[src/rtl/cnn_icb_arbiter.sv]
`default_nettype none
// ============================================================================
// Module   : cnn_icb_arbiter
// Purpose  : Two-master/one-slave ICB arbiter (E203 data path + CNN master)
//            with round-robin grant, stall lock and in-order response routing.
// Revision : 1.0 - initial release
// ============================================================================
module cnn_icb_arbiter #(
    parameter int OUTS_DEPTH = 4
) (
    input  logic        clk,
    input  logic        rst_n,

    input  logic        m0_icb_cmd_valid,
    output logic        m0_icb_cmd_ready,
    input  logic [31:0] m0_icb_cmd_addr,
    input  logic        m0_icb_cmd_read,
    input  logic [31:0] m0_icb_cmd_wdata,
    input  logic [3:0]  m0_icb_cmd_wmask,
    output logic        m0_icb_rsp_valid,
    input  logic        m0_icb_rsp_ready,
    output logic [31:0] m0_icb_rsp_rdata,

    input  logic        m1_icb_cmd_valid,
    output logic        m1_icb_cmd_ready,
    input  logic [31:0] m1_icb_cmd_addr,
    input  logic        m1_icb_cmd_read,
    input  logic [31:0] m1_icb_cmd_wdata,
    input  logic [3:0]  m1_icb_cmd_wmask,
    output logic        m1_icb_rsp_valid,
    input  logic        m1_icb_rsp_ready,
    output logic [31:0] m1_icb_rsp_rdata,

    output logic        s_icb_cmd_valid,
    input  logic        s_icb_cmd_ready,
    output logic [31:0] s_icb_cmd_addr,
    output logic        s_icb_cmd_read,
    output logic [31:0] s_icb_cmd_wdata,
    output logic [3:0]  s_icb_cmd_wmask,
    input  logic        s_icb_rsp_valid,
    output logic        s_icb_rsp_ready,
    input  logic [31:0] s_icb_rsp_rdata
);

    localparam int c_PTR_W = (OUTS_DEPTH > 1) ? $clog2(OUTS_DEPTH) : 1;

    logic                  r_rr_ptr;
    logic                  r_lock;
    logic                  r_lock_id;
    logic [c_PTR_W:0]      r_wr_ptr;
    logic [c_PTR_W:0]      r_rd_ptr;
    logic [OUTS_DEPTH-1:0] r_id_fifo;

    logic w_active;
    logic w_full;
    logic w_empty;
    logic w_head;
    logic w_gnt;
    logic w_gnt_valid;
    logic w_cmd_rdy;
    logic w_push;
    logic w_pop;

    // Reset is active-high; every handshake output is gated while it is held.
    assign w_active = ~rst_n;

    assign w_empty = (r_wr_ptr == r_rd_ptr);
    assign w_full  = (r_wr_ptr[c_PTR_W-1:0] == r_rd_ptr[c_PTR_W-1:0]) &&
                     (r_wr_ptr[c_PTR_W] != r_rd_ptr[c_PTR_W]);
    assign w_head  = r_id_fifo[r_rd_ptr[c_PTR_W-1:0]];

    always_comb begin
        w_gnt = 1'b0;
        if (r_lock) begin
            w_gnt = r_lock_id;
        end else if (m0_icb_cmd_valid && m1_icb_cmd_valid) begin
            w_gnt = r_rr_ptr;
        end else if (m1_icb_cmd_valid) begin
            w_gnt = 1'b1;
        end
    end

    assign w_gnt_valid = w_gnt ? m1_icb_cmd_valid : m0_icb_cmd_valid;
    assign w_cmd_rdy   = w_active & s_icb_cmd_ready & ~w_full;

    assign s_icb_cmd_valid  = w_active & w_gnt_valid & ~w_full;
    assign m0_icb_cmd_ready = w_cmd_rdy & ~w_gnt;
    assign m1_icb_cmd_ready = w_cmd_rdy &  w_gnt;

    assign s_icb_cmd_addr  = w_gnt ? m1_icb_cmd_addr  : m0_icb_cmd_addr;
    assign s_icb_cmd_read  = w_gnt ? m1_icb_cmd_read  : m0_icb_cmd_read;
    assign s_icb_cmd_wdata = w_gnt ? m1_icb_cmd_wdata : m0_icb_cmd_wdata;
    assign s_icb_cmd_wmask = w_gnt ? m1_icb_cmd_wmask : m0_icb_cmd_wmask;

    // Responses come back in order, so the FIFO head names their owner.
    assign s_icb_rsp_ready  = w_active & ~w_empty &
                              (w_head ? m1_icb_rsp_ready : m0_icb_rsp_ready);
    assign m0_icb_rsp_valid = w_active & s_icb_rsp_valid & ~w_empty & ~w_head;
    assign m1_icb_rsp_valid = w_active & s_icb_rsp_valid & ~w_empty &  w_head;
    assign m0_icb_rsp_rdata = s_icb_rsp_rdata;
    assign m1_icb_rsp_rdata = s_icb_rsp_rdata;

    assign w_push = s_icb_cmd_valid & s_icb_cmd_ready;
    assign w_pop  = s_icb_rsp_valid & s_icb_rsp_ready;

    always_ff @(posedge clk) begin
        if (rst_n) begin
            r_rr_ptr  <= 1'b0;
            r_lock    <= 1'b0;
            r_lock_id <= 1'b0;
            r_wr_ptr  <= '0;
            r_rd_ptr  <= '0;
        end else begin
            if (w_push) begin
                r_wr_ptr <= r_wr_ptr + 1'b1;
                r_rr_ptr <= ~w_gnt;
                r_lock   <= 1'b0;
            end else if (s_icb_cmd_valid) begin
                // Presented but not accepted: hold the grant until it is.
                r_lock    <= 1'b1;
                r_lock_id <= w_gnt;
            end
            if (w_pop) begin
                r_rd_ptr <= r_rd_ptr + 1'b1;
            end
        end
    end

    // ID storage needs no reset: entries are only read between push and pop.
    always_ff @(posedge clk) begin
        if (!rst_n && w_push) begin
            r_id_fifo[r_wr_ptr[c_PTR_W-1:0]] <= w_gnt;
        end
    end

endmodule
`default_nettype wire

[config.mk]
export PLATFORM = sky130hd
export DESIGN_NAME = cnn_icb_arbiter
export DESIGN_NICKNAME = d
export VERILOG_FILES = /design/src/rtl/cnn_icb_arbiter.sv
export SDC_FILE = /design/constraint.sdc
export NUM_CORES = 1
export LEC_CHECK = 0
export BUFFER_PORTS_ARGS = -buffer_cell sky130_fd_sc_hd__buf_2
export CORE_AREA = 8 8 118 120
export CTS_BUF_LIST = sky130_fd_sc_hd__clkbuf_16
export CTS_CLUSTER_DIAMETER = 200
export DETAILED_ROUTE_END_ITERATION = 8
export DIE_AREA = 0 0 126 128
export MAX_ROUTING_LAYER = met4
export RECOVER_POWER = 100
export SLEW_MARGIN = 40
export SYNTH_ARGS = -nofsm -noshare
export SYNTH_HDL_FRONTEND = slang
export SYNTH_SLANG_ARGS = --single-unit
[constraint.sdc]
create_clock -name clk -period 3.25 [get_ports clk]
set_input_delay 0.325 -clock clk [delete_from_list [all_inputs] [get_ports clk]]
set_output_delay 0.325 -clock clk [all_outputs]
set_load 0.01 [all_outputs]
Word level (Yosys, flattened, before mapping)
Index checks and enable logic that the tools add are counted.
{"block": "word_totals", "ff_bits": 13, "inputBits": 178, "output_inout_bits": 139, "word_cells": 55}
{"block": "classes", "addsub": 2, "n_lt_le_gt_ge": 3, "eq_ne": 3, "muxes": 14, "n_bitwise": 20, "reduce_logical": 7}
{"op": "$mux 32", "count": 2}
{"op": "$and 1x1->1", "count": 14}
{"op": "$mux 1", "count": 8}
{"op": "$add 3x1->3 const B", "count": 2}
{"op": "$lt 2x3->1 const B", "count": 2}
{"op": "$not 1->1", "count": 6}
{"op": "$bwmux 4", "count": 1}
{"op": "$logic_and 1x1->1", "count": 4}
{"op": "$mux 4", "count": 1}
{"op": "$eq 3x3->1", "count": 1}
{"op": "$bmux 1 s2", "count": 1}
{"op": "$demux 1 s2", "count": 1}
{"op": "$eq 2x2->1", "count": 1}
{"op": "$ge 2x1->1 const B", "count": 1}
{"op": "$reduce_and 2->1", "count": 1}
{"op": "$reduce_or 2->1", "count": 1}
{"op": "$logic_not 1->1", "count": 1}
{"op": "$ne 1x1->1", "count": 1}

Longest topological paths before layout
Gate-level depths: netlist of run 1.
{"block": "depth", "depth_word": 9, "ltp_mapped": 5, "mapped_depth_nobuf": 4}

Least setup slack after synthesis of run 1
Ideal clock, no wire load.
{"block": "synth_path", "path_kind": "reg2out", "startpoint": "register r_rd_ptr[0]", "endpoint": "output s_icb_rsp_ready", "t_arrival_ns": 1.555, "path_slack_ns": 1.370, "path_stages_with_launch": 4, "n_path_buf": 0, "path_cell_list": "dfxtp_1 -> mux4_2 -> mux2i_4 -> a211oi_1"}
{"block": "synth_between", "elab_chain_cells": 4}
{"item": "start, declared", "line": "51", "text": "logic [c_PTR_W:0] r_rd_ptr;"}
{"item": "start signal, assigned", "line": "124", "text": "r_rd_ptr <= r_rd_ptr + 1'b1;"}
{"item": "$bmux 1 s2 or $eq 3x3->1 (tied branches)", "line": "70, 67"}
{"item": "$mux 1 (implied by the code) or $not 1->1 (tied branches)", "line": "70, 96"}
{"item": "$mux 1 or $and 1x1->1 (tied branches)", "line": "97, 96"}
{"item": "$and 1x1->1 *", "line": "96", "text": "assign s_icb_rsp_ready = w_active & ~w_empty &"}
{"item": "end, declared", "line": "41", "text": "output logic s_icb_rsp_ready,"}
Every way passes the cells marked *; elsewhere a longest branch is shown, timed or not. The select of a mux whose other input is x is not followed.

Worst setup path in the final report of run 1
{"block": "layout_path", "startpoint": "register r_lock", "endpoint": "output s_icb_cmd_addr[15]"}
{"block": "layout_between", "elab_chain_cells": 2}
{"item": "start, declared", "line": "48", "text": "logic r_lock;"}
{"item": "start signal, assigned", "line": "109", "text": "r_lock <= 1'b0;"}
{"item": "start signal, assigned", "line": "117", "text": "r_lock <= 1'b0;"}
{"item": "start signal, assigned", "line": "120", "text": "r_lock <= 1'b1;"}
{"item": "$mux 1", "line": "74", "text": "if (r_lock) begin"}
{"item": "$mux 32", "line": "90", "text": "assign s_icb_cmd_addr = w_gnt ? m1_icb_cmd_addr : m0_icb_cmd_addr;"}
{"item": "end, declared", "line": "36", "text": "output logic [31:0] s_icb_cmd_addr,"}
No other way between the ends.

==> reports/qor.txt, run 1 <==
outcome -> completed
final setup margin -> 0.816 ns
worst-skew pair later-pin latency -> 0.24 ns
Worst Path Class, Setup -> register to primary output
die height -> 128 um
dominant synthesized flop cell -> dfxtp_1
largest net degree at the start of global routing -> 51
Sink Count -> 13
maximum buffer depth of the clock tree -> 2
CTS resizes -> 0
drt pass-1 iters -> 4
vias per std cell -> 4.19
fillers -> 1357
PortBufs -> 220
first-pass GRT wire length -> 13.0 mm
maxcap violations -> 0
cell area after layout -> 2830 sq um
Post-synth EDFFs -> 4
clk slew on worst S/H paths -> 0.05 ns
Power Density -> 274 nW/um^2
num ports -> 317
H-tree levels -> 1
Core Util, Final -> 23.1%
largest cells by area after synthesis -> mux2_1 36%, buf_4 23%, dfxtp_1 8.6%
vias in the first global route -> 2505
most frequent cell after synthesis -> mux2_1
Syn Nets -> 401
unrepaired setup endpoints after global routing -> no
Final min period -> 2.43 ns
Final Instance Count excl. Fillers -> 523
Via Count -> 2192
async set-reset flop share out of synthesis -> 0%
Root Driver -> clkbuf_16
fmax -> 0.411 GHz
DRC Markers -> 0
Worst Skew -> 0.00407 ns
post-route ant nets -> 0
Avg Synthesized Cell Area -> 9.60 sq um
die width -> 126 um
max-slew violations -> 0
type of origin of the critical path -> register
layout cells sized above 1 -> 43.0%
Core Footprint -> 12200 sq um
period utilization -> 74.9%
Final Hold Vio Count -> 0
Yosys top cell area share -> 36.1%
dpl hpwl -> 7.75 mm
synthesis warning total -> 0
row count -> 41
P&R area growth vs syn -> 35.0%
Num CTS Buffers -> 3
Leak -> 1.31 nW
postcts setup bufs -> 0
Synth area leader -> mux2_1
drt initial violations -> 100
worst endpoint required time -> 2.92 ns
Max-Slew Margin vs Limit -> 37.0%
dpl ws -> 0.969 ns
FF+latch count, synth -> 13
Peak VDD IR -> 0.000200 V
critical path peak fanout -> 50
register area share after synthesis -> 14.4%
post-synth design cell area -> 2090 sq um
CTS tree -> yes
Placed Instances -> 518
synth unique cells -> 38
gr ovfl total -> 0
most frequent cells after synthesis -> 67 x mux2_1, 64 x buf_4, 9 x dfxtp_1
Worst Path Arrival -> 2.11 ns
Layout Nets -> 556
Starting Density -> 17.1%
initial antenna violation count -> 1
drt wl/cell -> 16.4 um
gr usage total -> 10.1%
routed wire length -> 8.59 mm
slew at the pin with the worst max-slew slack -> 0.933 ns
Area after DPL -> 2880 sq um
global placer's final weighted congestion -> 0.934
setup_tns -> 0 ns
# hold bufs at CTS -> 0
DIE AREA -> 16100 sq um
worst min-delay path class -> input pin to register
endpoint class of the critical path -> primary output
Mapped Cells -> 218
Final setup viols -> 0
-- cells by family (layout without fill, tap and decap cells) --
kind of cell | count (synthesis) | after routing | synth area share (%)
DFF | 13 | 13 | 14.4
AOI/OAI and AO/OA | 19 | 19 | 7.24
adders and majority gates | 5 | 5 | 2.99
buffers and inverters | 78 | 232 | 26.3
and+or+nand+nor | 24 | 24 | 6.04
muxes | 75 | 75 | 41.4
xor gates and xnor gates | 4 | 4 | 1.67
other | 0 | 1 | 0
-- where the power goes --
group	switching (mW)	total, mW	leakage (nW)	internal (mW)
clock network	0.0696	0.233	0.0409	0.164
registers	0.00511	0.179	0.110	0.174
logic	0.191	0.363	1.16	0.172
-- stage by stage --
| step | hold WS, ns | total power, mW |
|---|---|---|
| CTS | 0.367 | 0.811 |
| finish | 0.367 | 0.775 |
| global route | 0.386 | 0.823 |
| detailed placement | 0.487 | 0.576 |
| global placement | 0.464 | 0.568 |
| floorplan | 0.443 | 0.457 |
-- path summary, 6_finish.rpt --
check	end	slack, ns	cells after the start	start
max	s_icb_cmd_addr[15]	0.82	4	r_lock
min reg2reg	r_rr_ptr	0.50	1	r_rr_ptr
min	r_wr_ptr[1]	0.37	2	rst_n
max reg2reg	r_rd_ptr[2]	1.21	4	r_rd_ptr[0]
-- final cells by class --
cell class                 instances  area (sq um)  area share, %
multi-input combinational        127          1210           42.7
timing repair buffer             222          1030           36.3
sequential                        13           300           10.6
tap                              150           188           6.64
clock buffer                       3          75.1           2.66
inverter                           6          22.5          0.797
clock inverter                     1          5.00          0.177
antenna                            1          2.50         0.0886
-- flip-flops by register name, indices dropped and copies added, names as in the netlist --
name	cells
r_lock	1
r_lock_id	1
r_rd_ptr	3
r_wr_ptr	3
r_rr_ptr	1
r_id_fifo	4
-- per-layer routing --
metal / GRT usage [%] / part of all wire (%) / vias up
met5: - / 0 / -
met4: 3.18 / 2.4 / 0
met3: 4.41 / 12 / 24
met2: 18.5 / 49 / 155
met1: 9.45 / 37 / 1005
li1: - / - / 1008
-- critical path, stage by stage (launching register included) --
cell and delay (ns):
dfxtp_1 0.34, o31ai_1 0.33, buf_4 0.57, mux2_1 0.43, clkbuf_1 0.15
-- cells in the final DEF (no fill, tap or decap), types with 4 or more instances in the layout --
cell type and n:
inv_1 5, nor2_1 5, ha_1 5, buf_2 148, clkbuf_1 72, mux2i_1 4
nand2_1 4, a21oi_1 5, edfxtp_1 4, mux2_1 67, dfxtp_1 9, and3_1 4
Note: power is estimated with default switching activity, not from simulation.
==> inputs of run 2 (changes only) <==
CORE_AREA = 8 8 115 117   (was 8 8 118 120)
DIE_AREA = 0 0 123 125   (was 0 0 126 128)
clock period = 2.3 ns   (was 3.25 ns; I/O delays follow)
==> run 2 against run 1 <==
The flow now stops in detailed routing (5_2_route); global-route usage grew 0.60 points; synthesized cell count is the same; area after synthesis is the same.
==> reports/qor.txt, run 2 <==
Yosys top cell area share -> 36.1% (unchanged)
gr ovfl total -> 0 (unchanged)
most frequent cells after synthesis -> 67 x mux2_1, 64 x buf_4, 9 x dfxtp_1 (unchanged)
PortBufs -> 220 (unchanged)
H-tree levels -> 1 (unchanged)
Mapped Cells -> 218 (unchanged)
gr usage total -> 10.7% (was 10.1%)
# hold bufs at CTS -> 0 (unchanged)
FF+latch count, synth -> 13 (unchanged)
Syn Nets -> 401 (unchanged)
most frequent cell after synthesis -> mux2_1 (unchanged)
synthesis warning total -> 0 (unchanged)
Starting Density -> 18.0% (was 17.1%)
num ports -> 317 (unchanged)
Post-synth EDFFs -> 4 (unchanged)
maximum buffer depth of the clock tree -> 2 (unchanged)
Fail Step -> detailed routing (5_2_route)
Avg Synthesized Cell Area -> 9.60 sq um (unchanged)
postcts setup bufs -> 0 (unchanged)
Sink Count -> 13 (unchanged)
global placer's final weighted congestion -> 0.874 (was 0.934)
die height -> 125 um (was 128 um)
largest cells by area after synthesis -> mux2_1 36%, buf_4 23%, dfxtp_1 8.6% (unchanged)
row count -> 40 (was 41)
register area share after synthesis -> 14.4% (unchanged)
async set-reset flop share out of synthesis -> 0% (unchanged)
die width -> 123 um (was 126 um)
vias in the first global route -> 2263 (was 2505)
dpl hpwl -> 8.05 mm (was 7.75 mm)
largest net degree at the start of global routing -> 63 (was 51)
initial antenna violation count -> 0 (was 1)
synth unique cells -> 38 (unchanged)
post-synth design cell area -> 2090 sq um (unchanged)
Num CTS Buffers -> 3 (unchanged)
error message -> [ERROR DRT-0255] Maze Route cannot find path of net s_icb_rsp_rdata[0] in worker of routeBox ( 96600 96600 ) ( 123000 125000 ).
CTS resizes -> 0 (unchanged)
first-pass GRT wire length -> 12.8 mm (was 13.0 mm)
Synth area leader -> mux2_1 (unchanged)
dominant synthesized flop cell -> dfxtp_1 (unchanged)
outcome -> stopped before the end (was completed)
Root Driver -> clkbuf_16 (unchanged)
run 2: cell counts after synthesis:
No cell type changed its count.
run 2: through the flow:
| stage | worst slack [ns] | utilization (%) | cells | hold slack, ns | area (sq um) |
|---|---|---|---|---|---|
| floorplan | 0.515 | - | 218 | 0.363 | 2090 |
| global placement | 0.387 | 24.9 | 515 | 0.460 | 2890 |
| detailed placement | 0.371 | 24.9 | 515 | 0.460 | 2890 |
| CTS | 0.148 | 25.5 | 519 | 0.244 | 2970 |
| global route | 0.0758 | 24.6 | 519 | 0.242 | 2860 |
run 2: cells by family after synthesis:
kind of cell | after synthesis | synth area share [%]
fa+ha+maj | 5 | 2.99
xor+xnor | 4 | 1.67
compound gates | 19 | 7.24
flops | 13 | 14.4
mux | 75 | 41.4
simple gates | 24 | 6.04
buf+inv | 78 | 26.3
run 2: layer usage:
| metal | GRT usage (%) |
|---|---|
| met5 | - |
| met3 | 2.79 |
| met2 | 18.2 |
| met1 | 12.5 |
| met4 | 2.20 |
==> inputs of run 3 (changes only) <==
CTS_BUF_LIST = unset   (was sky130_fd_sc_hd__clkbuf_16)
CTS_CLUSTER_DIAMETER = unset   (was 200)
MAX_ROUTING_LAYER = unset   (was met4)
PLACE_DENSITY_LB_ADDON = 0.15   (was unset)
==> run 3 against run 2 <==
The run now ends clean; global-route usage rose by 0.62 points.
==> reports/qor.txt, run 3 (synthesis gave the netlist of run 1 again) <==
Max stage delay on crit path -> 0.60 ns
Reg power frac -> 22.8%
setup_tns -> 0 ns
Max-Slew Margin vs Limit -> 47.2%
Starting Density -> 18.0% (unchanged)
Worst Path Class, Setup -> register to primary output
post-route ant nets -> 0
Layout Nets -> 555
drt initial violations -> 109
postcts setup bufs -> 0 (unchanged)
worst endpoint required time -> 2.07 ns
Final Hold Vio Count -> 0
worst min-delay path class -> input pin to register
CTS resizes -> 0 (unchanged)
sw power -> 384 uW
die height -> 125 um (unchanged)
type of origin of the critical path -> register
setup slack, reg-to-reg -> 0.22 ns
P&R area growth vs syn -> 36.2%
Leak -> 1.31 nW
maxcap violations -> 0
outcome -> completed (was stopped before the end)
CTS tree -> yes
Via Count -> 2102
GR Util met1 -> 11.9% (was 12.5%)
endpoint class of the critical path -> primary output
DIE AREA -> 15400 sq um
PortBufs -> 220 (unchanged)
leading cell types in the layout, fill and taps excluded -> 147 x buf_2, 73 x clkbuf_1, 67 x mux2_1
# hold bufs at CTS -> 0 (unchanged)
vias per std cell -> 4.05
global placer's final weighted congestion -> 0.751 (was 0.874)
worst-skew pair later-pin latency -> 0.24 ns
met2 Track Usage GR -> 18.6% (was 18.2%)
Root Driver -> clkbuf_16 (unchanged)
Switching Share -> 34.6%
num ports -> 317 (unchanged)
combinational share of power -> 46.9%
cell internal pwr -> 725 uW
H-tree levels -> 1 (unchanged)
fmax -> 0.469 GHz
Worst Path Arrival -> 1.90 ns
initial antenna violation count -> 2 (was 0)
gr ovfl total -> 0 (unchanged)
first-pass GRT wire length -> 13.6 mm (was 12.8 mm)
critical path peak fanout -> 5
CP max stage cell -> mux4_2
routed wire length -> 9.69 mm
slew at the pin with the worst max-slew slack -> 0.782 ns
clk slew on worst S/H paths -> 0.05 ns
Peak VDD IR -> 0.000249 V
clock network power share -> 30.3%
most common cell after layout, fill and taps aside -> buf_2
largest net degree at the start of global routing -> 77 (was 63)
Sink Count -> 13 (unchanged)
CP delay by family, top -> multiplexers
Power Density -> 389 nW/um^2
layout cells sized above 1 -> 42.9%
die width -> 123 um (unchanged)
Crit path buffers/inverters -> 1
maximum buffer depth of the clock tree -> 2 (unchanged)
vias in the first global route -> 2198 (was 2263)
drt pass-1 iters -> 4
Final min period -> 2.13 ns
Largest register FFs -> 4
max-slew violations -> 0
Final setup viols -> 0
met3 GRT Util -> 6.66% (was 2.79%)
Core Footprint -> 11600 sq um
grt peak-use layer -> met2 (unchanged)
period utilization -> 92.7%
Critical Path, Cell by Cell -> mux4_2 -> mux2i_4 -> a211oi_1 -> clkbuf_1
row count -> 40 (unchanged)
Worst Skew -> 0.00350 ns
unrepaired setup endpoints after global routing -> no
drt wl/cell -> 18.7 um
Num CTS Buffers -> 3 (unchanged)
gr usage total -> 11.4% (was 10.7%)
dpl hpwl -> 8.63 mm (was 8.05 mm)
Hold Slack -> 0.250 ns
DRC Markers -> 0
[run 3: cell type report]
type / count / area, sq um
antenna: 1 / 2.50
tap: 147 / 184
clock buffer: 3 / 75.1
multi-input combinational: 127 / 1230
fill: 1301 / 8760
timing repair buffer: 221 / 1030
clock inverter: 1 / 5.00
inverter: 6 / 22.5
sequential: 13 / 300
[run 3: power by group through the flow]
stage	clock network [mW]	logic, mW	registers (mW)
detailed placement	0	0.566	0.258
CTS	0.341	0.570	0.253
finish	0.335	0.520	0.253
global route	0.347	0.570	0.254
floorplan	0	0.391	0.255
global placement	0	0.562	0.258
[run 3: per-stage QoR]
step                      std cells  area, sq um  setup slack (ns)  power, mW  utilization [%]
after floorplan                 218         2090             0.515      0.646                -
after global placement          514         2880             0.397      0.820             24.8
after detailed placement        514         2880             0.371      0.824             24.8
after CTS                       518         2960             0.144       1.16             25.5
after global routing            519         2850            0.0638       1.17             24.5
final                           519         2850             0.167       1.11             24.5
[run 3: path summary, 6_finish.rpt]
kind                                  startpoint         endpoint  cells past startpoint
worst max-delay path                 r_rd_ptr[0]  s_icb_rsp_ready                      4
worst min-delay path            m0_icb_cmd_valid         r_rr_ptr                      2
worst max register to register       r_rd_ptr[0]      r_rd_ptr[2]                      4
worst min register to register          r_rr_ptr         r_rr_ptr                      1
[run 3: routing by layer]
metal	vias up	routed length [um]
li1	1008	-
met1	952	3430
met2	129	4490
met3	11	1650
met4	2	106
met5	-	12
